--- src/rtl/status_monitor.sv ---
// Run monitor for the core's retired-status stream: counts R/I-type instructions and RUN cycles,
// and latches a sticky verdict (done, overflow fault or watchdog timeout) until the next start.
module status_monitor #(
  parameter int CNT_W      = 32,
  parameter int WDOG_W     = 16,
  parameter int WDOG_LIMIT = 1024
) (
  input  logic             clk,
  input  logic             reset,
  input  logic             i_start,
  input  logic [1:0]       i_status,
  input  logic             i_status_valid,
  output logic             o_busy,
  output logic             o_done,
  output logic             o_overflow,
  output logic             o_timeout,
  output logic [CNT_W-1:0] o_r_cnt,
  output logic [CNT_W-1:0] o_i_cnt,
  output logic [CNT_W-1:0] o_cycle_cnt,
  output logic [1:0]       o_last_status
);

  localparam logic [1:0] S_IDLE  = 2'd0;
  localparam logic [1:0] S_RUN   = 2'd1;
  localparam logic [1:0] S_DONE  = 2'd2;
  localparam logic [1:0] S_FAULT = 2'd3;

  localparam logic [1:0] ST_R_TYPE   = 2'd0;
  localparam logic [1:0] ST_I_TYPE   = 2'd1;
  localparam logic [1:0] ST_OVERFLOW = 2'd2;
  localparam logic [1:0] ST_END      = 2'd3;

  localparam logic [WDOG_W-1:0] WDOG_LAST = WDOG_W'(WDOG_LIMIT - 1);
  localparam logic [CNT_W-1:0]  CNT_MAX   = '1;
  localparam logic [CNT_W-1:0]  CNT_ONE   = CNT_W'(1);

  logic [1:0]        state_q, state_d;
  logic              busy_q, busy_d;
  logic              done_q, done_d;
  logic              overflow_q, overflow_d;
  logic              timeout_q, timeout_d;
  logic [CNT_W-1:0]  r_cnt_q, r_cnt_d;
  logic [CNT_W-1:0]  i_cnt_q, i_cnt_d;
  logic [CNT_W-1:0]  cycle_cnt_q, cycle_cnt_d;
  logic [WDOG_W-1:0] wdog_q, wdog_d;
  logic [1:0]        last_status_q, last_status_d;

  always_comb begin
    state_d       = state_q;
    busy_d        = busy_q;
    done_d        = done_q;
    overflow_d    = overflow_q;
    timeout_d     = timeout_q;
    r_cnt_d       = r_cnt_q;
    i_cnt_d       = i_cnt_q;
    cycle_cnt_d   = cycle_cnt_q;
    wdog_d        = wdog_q;
    last_status_d = last_status_q;

    case (state_q)
      S_RUN: begin
        cycle_cnt_d = (cycle_cnt_q == CNT_MAX) ? cycle_cnt_q : cycle_cnt_q + CNT_ONE;
        if (i_status_valid) begin
          // A valid status always feeds the watchdog, even on the cycle it would have expired.
          last_status_d = i_status;
          wdog_d        = '0;
          case (i_status)
            ST_R_TYPE: r_cnt_d = (r_cnt_q == CNT_MAX) ? r_cnt_q : r_cnt_q + CNT_ONE;
            ST_I_TYPE: i_cnt_d = (i_cnt_q == CNT_MAX) ? i_cnt_q : i_cnt_q + CNT_ONE;
            ST_OVERFLOW: begin
              state_d    = S_FAULT;
              busy_d     = 1'b0;
              overflow_d = 1'b1;
            end
            ST_END: begin
              state_d = S_DONE;
              busy_d  = 1'b0;
              done_d  = 1'b1;
            end
            default: ;
          endcase
        end else if (wdog_q == WDOG_LAST) begin
          state_d   = S_FAULT;
          busy_d    = 1'b0;
          timeout_d = 1'b1;
        end else begin
          wdog_d = wdog_q + WDOG_W'(1);
        end
      end
      default: begin
        // IDLE, DONE and FAULT all wait for a start; status traffic is ignored here.
        if (i_start) begin
          state_d       = S_RUN;
          busy_d        = 1'b1;
          done_d        = 1'b0;
          overflow_d    = 1'b0;
          timeout_d     = 1'b0;
          r_cnt_d       = '0;
          i_cnt_d       = '0;
          cycle_cnt_d   = '0;
          wdog_d        = '0;
          last_status_d = '0;
        end
      end
    endcase
  end

  always_ff @(posedge clk) begin
    if (reset) begin
      state_q       <= S_IDLE;
      busy_q        <= 1'b0;
      done_q        <= 1'b0;
      overflow_q    <= 1'b0;
      timeout_q     <= 1'b0;
      r_cnt_q       <= '0;
      i_cnt_q       <= '0;
      cycle_cnt_q   <= '0;
      wdog_q        <= '0;
      last_status_q <= '0;
    end else begin
      state_q       <= state_d;
      busy_q        <= busy_d;
      done_q        <= done_d;
      overflow_q    <= overflow_d;
      timeout_q     <= timeout_d;
      r_cnt_q       <= r_cnt_d;
      i_cnt_q       <= i_cnt_d;
      cycle_cnt_q   <= cycle_cnt_d;
      wdog_q        <= wdog_d;
      last_status_q <= last_status_d;
    end
  end

  assign o_busy        = busy_q;
  assign o_done        = done_q;
  assign o_overflow    = overflow_q;
  assign o_timeout     = timeout_q;
  assign o_r_cnt       = r_cnt_q;
  assign o_i_cnt       = i_cnt_q;
  assign o_cycle_cnt   = cycle_cnt_q;
  assign o_last_status = last_status_q;

endmodule

--- config.mk ---
export PLATFORM = sky130hd
export DESIGN_NAME = status_monitor
export DESIGN_NICKNAME = d
export VERILOG_FILES = /design/src/rtl/status_monitor.sv
export SDC_FILE = /design/constraint.sdc
export NUM_CORES = 1
export LEC_CHECK = 0
export ABC_CLOCK_PERIOD_IN_PS = 3120
export BUFFER_PORTS_ARGS = -buffer_cell sky130_fd_sc_hd__buf_2
export CAP_MARGIN = 20
export CORE_ASPECT_RATIO = 0.7
export CORE_UTILIZATION = 56
export CTS_CLUSTER_DIAMETER = 100
export CTS_CLUSTER_SIZE = 25
export DETAILED_ROUTE_END_ITERATION = 8
export PLACE_DENSITY = 0.83
export SLEW_MARGIN = 15
export SYNTH_ARGS = -nofsm -noshare
export SYNTH_HDL_FRONTEND = slang
export SYNTH_SLANG_ARGS = --single-unit
--- constraint.sdc ---
create_clock -name clk -period 3.12 [get_ports clk]
set_clock_uncertainty 0.1 [all_clocks]
set_input_delay 0 -clock clk [delete_from_list [all_inputs] [get_ports clk]]
set_output_delay 0 -clock clk [all_outputs]
set_load 0.02 [all_outputs]
==> impl_metrics.py, run 1 <==
metrics = {
    "yosys": {
        "synth_cells": 843,
        "ys.flop_type": "dfxtp_1",
        "yosys.area.top_type": "dfxtp_1",
        "mappedNetlistArea_mm2": 0.00670,
        "async_reset_ff_share_pct": 0,
        "synth_nets": 853,
        "synthTopCellsByArea": "dfxtp_1, nand3_1, nand2_1",
        "ys_warn_count": 0,
        "ys_seq_area_share_pct": 35.9,
        "synth.avg_cell_area_um2": 7.95,
        "ys_types": 70,
        "ys_ff_latch": 120,
        "synth_top_area_share_pct": 35.9,
        "synth_edf_count": 0,
    },
    "global_route": {
        "antenna_found_initial": 0,
        "grt_pass1_wl_mm": 32.3,
        "grt_max_degree": 39,
        "grt_use_total_pct": 32.2,
        "first_global_vias": 6325,
        "gr-total-overflow": 0,
    },
    "layout": {
        "area_growth_syn_to_layout_pct": 20.5,
        "drive_above_1_share_pct": 19.6,
        "num-nets-final": 962,
        "diodes": 0,
        "fin_util_pct": 69.1,
    },
    "pwr": {
        "p_sw_share_pct": 23.9,
        "clkPwrFrac_pct": 52.0,
        "p_int_mw": 2.86,
        "pwr-share-comb_pct": 6.7,
        "power.switching_uw": 899,
        "seqPwrFrac_pct": 41.3,
        "p_total_mw": 3.76,
        "power_leakage_nw": 2.98,
        "ir_drop_mv": 0.465,
        "cellPowerDensity_mw_per_mm2": 466,
    },
    "clock_network": {
        "path_clk_slew_ps": 50,
        "numCtsBuffers": 17,
        "clk_path_buf_depth": 2,
        "post-cts-setup-buffer-count": 0,
        "cts-htree-levels": 4,
        "cts_tree": "built",
        "cts-root-buf": "clkbuf_16",
        "clkLatencyLatePin_ps": 410,
        "cts_sinks": 120,
    },
    "sta": {
        "setup_slack_ps": 416,
        "tns_ps": 0,
        "period_needed_ps": 2700,
        "fmax_ghz": 0.370,
        "slew_headroom_pct": 42.5,
        "rsz0062_at_grt": "false",
        "worstMarginPinSlew_ps": 860,
        "finalCritPeriodShare_pct": 86.7,
        "hold_viol_final": 0,
        "timing.hold.ws_ps": 386,
        "setup_viol": 0,
        "maxSlewViolCount": 0,
    },
    "detailed_routing": {
        "wirelength_mm": 20.0,
        "drt_iter0_markers": 876,
        "via_per_inst": 6.67,
        "wire_per_inst_um": 17.8,
        "vias": 7476,
        "remaining_drc_errors": 0,
        "dr.pass1.iters": 5,
        "ant_nets": 0,
    },
    "floorplan": {
        "die_area_mm2": 0.0124,
        "start_util_pct": 57.3,
        "die_y_um": 93.5,
        "die_w_um": 133,
        "io_pins": 108,
        "core_area_mm2": 0.0117,
        "num_rows": 33,
    },
    "setup_path": {
        "crit_chain": "ha_1 -> nand4_2 -> or3_1 -> or3_1 -> nand2_1 -> o221ai_1",
        "path_max_fanout": 14,
        "max_stage_delay_ps": 590,
        "slowest_stage": "or3_1",
        "cp_num_buf_inv": 0,
        "crit_family": "simple AND/OR/NAND/NOR gates",
        "end_kind": "flip-flop",
        "startpoint_type": "flip-flop",
        "worstSetupPathType": "flip-flop to flip-flop",
        "crit_path_frequent_cell": "or3_1",
        "crit_required_ps": 3290,
        "crit_arrival_ps": 2870,
        "cp_num_cells": 6,
        "reg2reg_depth": 6,
    },
    "job": {
        "max_cap_violations": 0,
    },
    "outcome": {
        "status": "complete, no violations",
    },
    "place": {
        "dp_hpwl_mm": 13.2,
        "gp_congestion": 0.935,
        "place_ws_ps": 493,
        "io_buffers": 107,
    },
    "min_path": {
        "holdPathStages": 2,
        "hold_path.class": "flip-flop to flip-flop",
    },
}
==> layout make-up <==
| type | instances | area (um2) |
|---|---|---|
| Multi-Input combinational cell | 641 | 3970 |
| Fill cell | 967 | 3610 |
| Sequential cell | 120 | 2400 |
| Timing Repair Buffer | 142 | 816 |
| Clock buffer | 23 | 488 |
| Tap cell | 157 | 196 |
| Inverter | 30 | 113 |
| Clock inverter | 8 | 95.1 |
==> sequential cells by signal (all words and copies together), names as in the netlist <==
name / cells
o_i_cnt: 32
o_done: 1
o_overflow: 1
o_last_status: 2
state_q: 2
o_r_cnt: 32
o_timeout: 1
o_cycle_cnt: 32
wdog_q: 16
o_busy: 1
==> what timing repair did <==
item	CTS	global route
hold buffers	7	0
gates resized for setup	0	0
endpoints found under the hold margin	13	0
==> metal layers <==
| metal | global-route usage [%] | vias up | share of wire [%] | wire length [um] |
|---|---|---|---|---|
| li1 | - | 3527 | - | - |
| met1 | 46.1 | 3500 | 47 | 9300 |
| met2 | 48.2 | 420 | 43 | 8620 |
| met3 | 6.50 | 29 | 9.1 | 1820 |
| met4 | 10.4 | 0 | 1.3 | 260 |
| met5 | 0 | - | 0 | 0 |
==> synthesized netlist by cell type (all sizes together), types with 11 or more instances <==
master / instances
buf: 13
and4: 12
clkbuf: 39
and3: 19
nor4: 21
o21ai: 36
o311ai: 11
nand4: 44
dfxtp: 120
nand3: 75
or3: 12
nor3: 40
a21oi: 31
o31a: 11
a31oi: 29
or4: 12
o211ai: 16
nand2: 76
nor2: 57
inv: 30
a311oi: 19
==> path summary, 6_finish.rpt <==
| kind | endpoint | startpoint | slack [ps] |
|---|---|---|---|
| max reg2reg | o_cycle_cnt[18] | o_cycle_cnt[0] | 420 |
| min reg2reg | o_last_status[0] | o_last_status[0] | 390 |
| max | o_cycle_cnt[18] | o_cycle_cnt[0] | 420 |
| min | o_last_status[0] | o_last_status[0] | 390 |
==> cell families (layout without fill, tap and decap cells) <==
group                      count (synthesis)  after routing  synth area share (%)
and+or+nand+nor                          396            396                  31.7
AOI/OAI and AO/OA                        231            231                  25.2
DFF                                      120            120                  35.9
buffers and inverters                     82            203                  5.12
xor gates and xnor gates                   5              5                 0.654
muxes                                      5              5                 0.747
adders and majority gates                  4              4                 0.747
==> power groups by stage <==
stage	Combinational, mW	Sequential (mW)	Clock, mW
2_1_floorplan	0.153	1.59	0
3_3_place_gp	0.235	1.58	0
3_5_place_dp	0.237	1.58	0
4_1_cts	0.245	1.55	1.96
5_1_grt	0.272	1.55	2.02
6_report	0.252	1.55	1.96
==> cells in the final DEF, fill, tap and decap left out, types with 5 or more instances in the layout <==
cell | synthesis | layout
or4_1 | 12 | 12
nand3_1 | 75 | 75
nor4_1 | 17 | 17
dfxtp_1 | 120 | 120
nand4_1 | 42 | 42
nand2_1 | 76 | 76
and2_1 | 6 | 6
o31a_1 | 11 | 11
buf_2 | 8 | 107
clkbuf_16 | 0 | 17
a41oi_1 | 5 | 5
o311ai_0 | 11 | 11
o31ai_1 | 9 | 9
nor3_1 | 39 | 39
a21oi_1 | 30 | 29
buf_4 | 2 | 28
or3_1 | 12 | 12
and4_1 | 11 | 11
and3_1 | 19 | 19
nor2_1 | 56 | 56
a311oi_1 | 19 | 19
mux2i_1 | 5 | 5
o21ai_0 | 36 | 36
o21a_1 | 6 | 6
inv_1 | 30 | 30
a211oi_1 | 6 | 6
o211ai_1 | 16 | 16
nand2b_1 | 5 | 5
dlygate4sd3_1 | 0 | 7
a31oi_1 | 29 | 29
o41ai_1 | 9 | 9
==> per-stage QoR <==
stage | std cells | area [um2]
finish | 1121 | 8080
detailed placement | 1083 | 7420
global route | 1121 | 8080
global placement | 1083 | 7420
floorplan | 843 | 6700
CTS | 1121 | 8080
==> worst register-to-register path: cells and delay by family, from the launching register on <==
family | cells | cell delay [ps]
fa+ha+maj | 1 | 260
simple gates | 4 | 1580
compound gates | 1 | 200
flops | 1 | 420
Power figures use the tool's default switching activity.
==> run 2: changes to the inputs <==
--- a/config.mk
+++ b/config.mk
@@ -5,7 +5,7 @@
 export SDC_FILE = /design/constraint.sdc
 export NUM_CORES = 1
 export LEC_CHECK = 0
-export ABC_CLOCK_PERIOD_IN_PS = 3120
+export ABC_CLOCK_PERIOD_IN_PS = 3300
 export BUFFER_PORTS_ARGS = -buffer_cell sky130_fd_sc_hd__buf_2
 export CAP_MARGIN = 20
 export CORE_ASPECT_RATIO = 0.7
@@ -14,7 +14,6 @@
 export CTS_CLUSTER_SIZE = 25
 export DETAILED_ROUTE_END_ITERATION = 8
 export PLACE_DENSITY = 0.83
-export SLEW_MARGIN = 15
 export SYNTH_ARGS = -nofsm -noshare
 export SYNTH_HDL_FRONTEND = slang
 export SYNTH_SLANG_ARGS = --single-unit
==> constraint.sdc (replaced) <==
create_clock -name clk -period 3.3 [get_ports clk]
set_clock_uncertainty 0.1 [all_clocks]
set_input_delay 0 -clock clk [delete_from_list [all_inputs] [get_ports clk]]
set_output_delay 0 -clock clk [all_outputs]
set_load 0.02 [all_outputs]
==> impl_metrics.py, run 2 (synthesized netlist as in run 1, its figures left out) <==
metrics = {
    "layout": {
        "diodes": 0,
        "layout_commonest_cell": "dfxtp_1",
        "stdcell_count": 1116,
        "final_cell_mix": "dfxtp_1, buf_2, nand2_1",
        "num-nets-final": 956,
        "stdcell_area_mm2": 0.00804,
        "fill_cells": 961,
        "drive_above_1_share_pct": 19.2,
        "area_growth_syn_to_layout_pct": 20.0,
        "fin_util_pct": 68.8,
    },
    "sta": {
        "rsz0062_at_grt": "false",
        "tns_ps": 0,
        "fmax_ghz": 0.368,
        "worstMarginPinSlew_ps": 791,
        "hold_viol_final": 0,
        "maxSlewViolCount": 0,
        "setup_viol": 0,
        "period_needed_ps": 2710,
        "slew_headroom_pct": 47.2,
        "finalCritPeriodShare_pct": 82.3,
    },
    "job": {
        "max_cap_violations": 0,
    },
    "floorplan": {
        "num_rows": 33,
        "io_pins": 108,
        "start_util_pct": 57.3,
        "die_y_um": 93.5,
        "die_w_um": 133,
        "core_area_mm2": 0.0117,
        "die_area_mm2": 0.0124,
    },
    "clock_network": {
        "cts-root-buf": "clkbuf_16",
        "hold_buffers": 7,
        "numCtsBuffers": 17,
        "cts_tree": "built",
        "clk_path_buf_depth": 2,
        "cts_sinks": 120,
        "ctsResizeCount": 0,
        "path_clk_slew_ps": 60,
        "post-cts-setup-buffer-count": 0,
        "cts-htree-levels": 4,
        "clkLatencyLatePin_ps": 420,
    },
    "global_route": {
        "grt_use_total_pct": 31.9,
        "grt_max_degree": 50,
        "gr-total-overflow": 0,
        "antenna_found_initial": 0,
        "grt_pass1_wl_mm": 31.9,
        "first_global_vias": 6262,
    },
    "detailed_routing": {
        "wire_per_inst_um": 17.7,
        "drt_iter0_markers": 955,
        "wirelength_mm": 19.7,
        "ant_nets": 0,
        "remaining_drc_errors": 0,
        "via_per_inst": 6.65,
        "vias": 7420,
        "dr.pass1.iters": 5,
    },
    "setup_path": {
        "end_kind": "flip-flop",
        "reg2reg_depth": 7,
        "crit_arrival_ps": 2920,
        "crit_required_ps": 3500,
        "startpoint_type": "flip-flop",
        "worstSetupPathType": "flip-flop to flip-flop",
        "path_max_fanout": 18,
    },
    "outcome": {
        "status": "complete, no violations",
    },
    "place": {
        "io_buffers": 107,
        "gp_congestion": 0.887,
        "dpl-instance-area_mm2": 0.00738,
        "dp_cells": 1077,
        "dp_hpwl_mm": 13.0,
    },
    "min_path": {
        "hold_path.class": "flip-flop to flip-flop",
        "holdPathStages": 2,
    },
    "pwr": {
        "power_leakage_nw": 2.96,
        "p_total_mw": 3.57,
        "ir_drop_mv": 0.404,
        "cellPowerDensity_mw_per_mm2": 444,
    },
}
[run 2: cell count changes in the layout (fill, tap and decap cells not counted), sizes merged]
cell      before  now
clkbuf        23   24
clkinvlp       2    1
buf          135  129
clkinv         4    5
[run 2: power breakdown]
part	total, mW	switching (mW)	internal, mW
combinational	0.230	0.168	0.0622
sequential	1.47	0.00965	1.46
clock	1.87	0.666	1.20
[run 2: cell type report]
| cell class | instances | area, um2 | area share (%) |
|---|---|---|---|
| Clock buffer | 24 | 502 | 6.24 |
| Clock inverter | 8 | 92.6 | 1.15 |
| Inverter | 30 | 113 | 1.40 |
| Multi-Input combinational cell | 641 | 3970 | 49.3 |
| Sequential cell | 120 | 2400 | 29.9 |
| Tap cell | 157 | 196 | 2.44 |
| Timing Repair Buffer | 136 | 771 | 9.58 |
[run 2: worst max-delay path, cell delays in order (launching register included)]
cell and delay (ps):
dfxtp_1 430, ha_1 260, nand4_2 160, or3_1 410
buf_4 220, nor4_1 620, nor4_1 90, o221a_2 290
[run 2: path summary, 6_finish.rpt]
kind,endpoint,slack (ps),start
worst max-delay path,o_cycle_cnt[7],590,o_cycle_cnt[0]
worst max register to register,o_cycle_cnt[7],590,o_cycle_cnt[0]
worst min-delay path,o_done,360,o_done
worst min register to register,o_done,360,o_done
[run 2: per-stage QoR]
step	setup slack [ps]	hold WS [ps]
after floorplan	764	47.7
after global placement	763	227
after detailed placement	682	233
after CTS	641	362
after global routing	369	394
final	585	364
[run 2: layer usage]
layer | track usage, % | vias up | part of all wire [%]
li1 | - | 3507 | -
met1 | 46.5 | 3483 | 47
met2 | 45.8 | 402 | 42
met3 | 6.88 | 28 | 9.6
met4 | 11.0 | 0 | 1.4
met5 | 0 | - | 0
==> run 3: changes to the inputs <==
==> config.mk (replaced) <==
export PLATFORM = sky130hd
export DESIGN_NAME = status_monitor
export DESIGN_NICKNAME = d
export VERILOG_FILES = /design/src/rtl/status_monitor.sv
export SDC_FILE = /design/constraint.sdc
export NUM_CORES = 1
export LEC_CHECK = 0
export ABC_CLOCK_PERIOD_IN_PS = 2350
export BUFFER_PORTS_ARGS = -buffer_cell sky130_fd_sc_hd__buf_2
export CAP_MARGIN = 20
export CORE_ASPECT_RATIO = 0.7
export CORE_UTILIZATION = 52
export CTS_CLUSTER_DIAMETER = 100
export CTS_CLUSTER_SIZE = 25
export DETAILED_ROUTE_END_ITERATION = 8
export PLACE_DENSITY = 0.81
export SYNTH_ARGS = -nofsm -noshare
export SYNTH_HDL_FRONTEND = slang
export SYNTH_SLANG_ARGS = --single-unit
==> constraint.sdc (replaced) <==
create_clock -name clk -period 2.35 [get_ports clk]
set_clock_uncertainty 0.1 [all_clocks]
set_input_delay 0 -clock clk [delete_from_list [all_inputs] [get_ports clk]]
set_output_delay 0 -clock clk [all_outputs]
set_load 0.02 [all_outputs]
==> impl_metrics.py, run 3 (synthesized netlist as in run 1, its figures left out) <==
metrics = {
    "outcome": {
        "status": "complete, no violations",
    },
    "floorplan": {
        "die_area_mm2": 0.0133,
        "num_rows": 34,
        "die_y_um": 97.0,
        "die_w_um": 138,
        "core_area_mm2": 0.0125,
        "start_util_pct": 53.6,
        "io_pins": 108,
    },
    "layout": {
        "diodes": 0,
        "drive_above_1_share_pct": 26.6,
        "area_growth_syn_to_layout_pct": 30.2,
        "layout_commonest_cell": "dfxtp_1",
        "num-nets-final": 1037,
        "stdcell_area_mm2": 0.00872,
        "fill_cells": 973,
        "stdcell_count": 1201,
        "final_cell_mix": "dfxtp_1, buf_2, buf_4",
    },
    "sta": {
        "fmax_ghz": 0.428,
        "rsz0062_at_grt": "true",
        "finalCritPeriodShare_pct": 99.4,
        "worstMarginPinSlew_ps": 659,
        "hold_viol_final": 0,
        "setup_viol": 0,
        "slew_headroom_pct": 55.6,
        "maxSlewViolCount": 0,
        "period_needed_ps": 2340,
    },
    "pwr": {
        "power_leakage_nw": 3.38,
        "ir_drop_mv": 0.474,
        "cellPowerDensity_mw_per_mm2": 585,
    },
    "clock_network": {
        "cts-root-buf": "clkbuf_16",
        "path_clk_slew_ps": 60,
        "cts_sinks": 120,
        "clkLatencyLatePin_ps": 420,
        "cts_tree": "built",
        "clk_path_buf_depth": 2,
        "cts-htree-levels": 4,
        "numCtsBuffers": 17,
    },
    "setup_path": {
        "slowest_stage": "nor4_1",
        "crit_required_ps": 2520,
        "path_max_fanout": 18,
        "reg2reg_depth": 7,
        "startpoint_type": "flip-flop",
        "r2r_slack_ps": 10,
        "crit_arrival_ps": 2510,
        "worstSetupPathType": "flip-flop to flip-flop",
        "max_stage_delay_ps": 580,
        "end_kind": "flip-flop",
        "crit_chain": "ha_4 -> nand4_2 -> or3_1 -> buf_4 -> nor4_1 -> a211o_1 -> a21oi_1",
        "reg2reg_from": "o_cycle_cnt[0]",
        "r2r_end": "o_cycle_cnt[28]",
    },
    "detailed_routing": {
        "via_per_inst": 6.65,
        "dr.pass1.iters": 5,
        "wirelength_mm": 21.8,
        "remaining_drc_errors": 0,
        "vias": 7990,
        "ant_nets": 0,
        "drt_iter0_markers": 1035,
        "wire_per_inst_um": 18.1,
    },
    "global_route": {
        "grt_pass1_wl_mm": 34.7,
        "gr-total-overflow": 0,
        "grt_max_degree": 46,
        "first_global_vias": 6884,
        "antenna_found_initial": 0,
        "grt_use_total_pct": 32.6,
    },
    "min_path": {
        "holdPathStages": 2,
        "hold_path.class": "flip-flop to flip-flop",
        "min_to": "o_last_status[0]",
        "min_from": "o_last_status[0]",
    },
    "place": {
        "gp_congestion": 1.00,
        "dpl-instance-area_mm2": 0.00797,
        "dp_hpwl_mm": 14.9,
        "io_buffers": 107,
        "dp_cells": 1157,
    },
    "job": {
        "max_cap_violations": 0,
    },
}
## run 3: cell count changes in the layout (fill, tap and decap cells not counted), sizes merged
cell	change
buf	+81
clkbuf	-3
clkinv	+2
bufinv	+1
clkinvlp	-1
## run 3: timing repair
action / in CTS / in global routing
endpoints found under the setup margin: 4 / 40
pin swaps: 0 / 2
hold buffers: 7 / 0
gates resized for setup: 1 / 9
buffers inserted: 0 / 6
endpoints found under the hold margin: 10 / 0
## run 3: per-layer routing
| layer | part of all wire [%] | wire length [um] | up-vias | track usage [%] |
|---|---|---|---|---|
| met1 | 44 | 9510 | 3746 | 48.1 |
| met4 | 1.5 | 318 | 0 | 8.45 |
| met2 | 44 | 9470 | 542 | 47.6 |
| met3 | 11 | 2470 | 36 | 6.66 |
| li1 | - | - | 3666 | - |
| met5 | 0 | 0 | - | 0 |
## run 3: worst max-delay path by stage
| stage | endpoint | cells after the start | start |
|---|---|---|---|
| detailed placement | o_cycle_cnt[18] | 6 | o_cycle_cnt[0] |
| finish | o_cycle_cnt[28] | 7 | o_cycle_cnt[0] |
| global placement | o_cycle_cnt[18] | 6 | o_cycle_cnt[0] |
| global route | o_r_cnt[16] | 7 | o_r_cnt[1] |
| floorplan | o_cycle_cnt[21] | 7 | o_cycle_cnt[3] |
| CTS | o_cycle_cnt[7] | 8 | o_cycle_cnt[0] |
## run 3: per-stage QoR
step	TNS (ps)	worst slack [ps]	util (%)	hold slack (ps)	power (mW)
6_report	0	14.6	69.7	379	5.11
5_1_grt	-7.07	-7.07	69.7	397	5.24
4_1_cts	0	16.6	69.0	373	5.10
3_5_place_dp	-2.37	-2.37	63.7	234	2.45
3_3_place_gp	0	90.1	63.7	228	2.44
2_1_floorplan	0	8.96	-	47.7	2.31
## run 3: layout make-up
cell class	count	area (um2)	area share, %
sequential	120	2410	27.6
timing repair buffer	217	1380	15.8
tap	162	203	2.32
clock inverter	10	125	1.43
multi-input combinational	641	4020	46.1
clock buffer	21	470	5.39
inverter	30	113	1.29
## run 3: critical path: cells and delay by family (launching register included)
kind / cells / cell delay [ps]
simple gates: 3 / 1080
flops: 1 / 360
compound gates: 2 / 280
buf+inv: 1 / 220
fa+ha+maj: 1 / 150
## run 3: report_power, final
part | internal, mW | switching, mW | total (mW)
sequential | 2.05 | 0.0109 | 2.06
clock | 1.73 | 0.943 | 2.67
combinational | 0.114 | 0.260 | 0.374
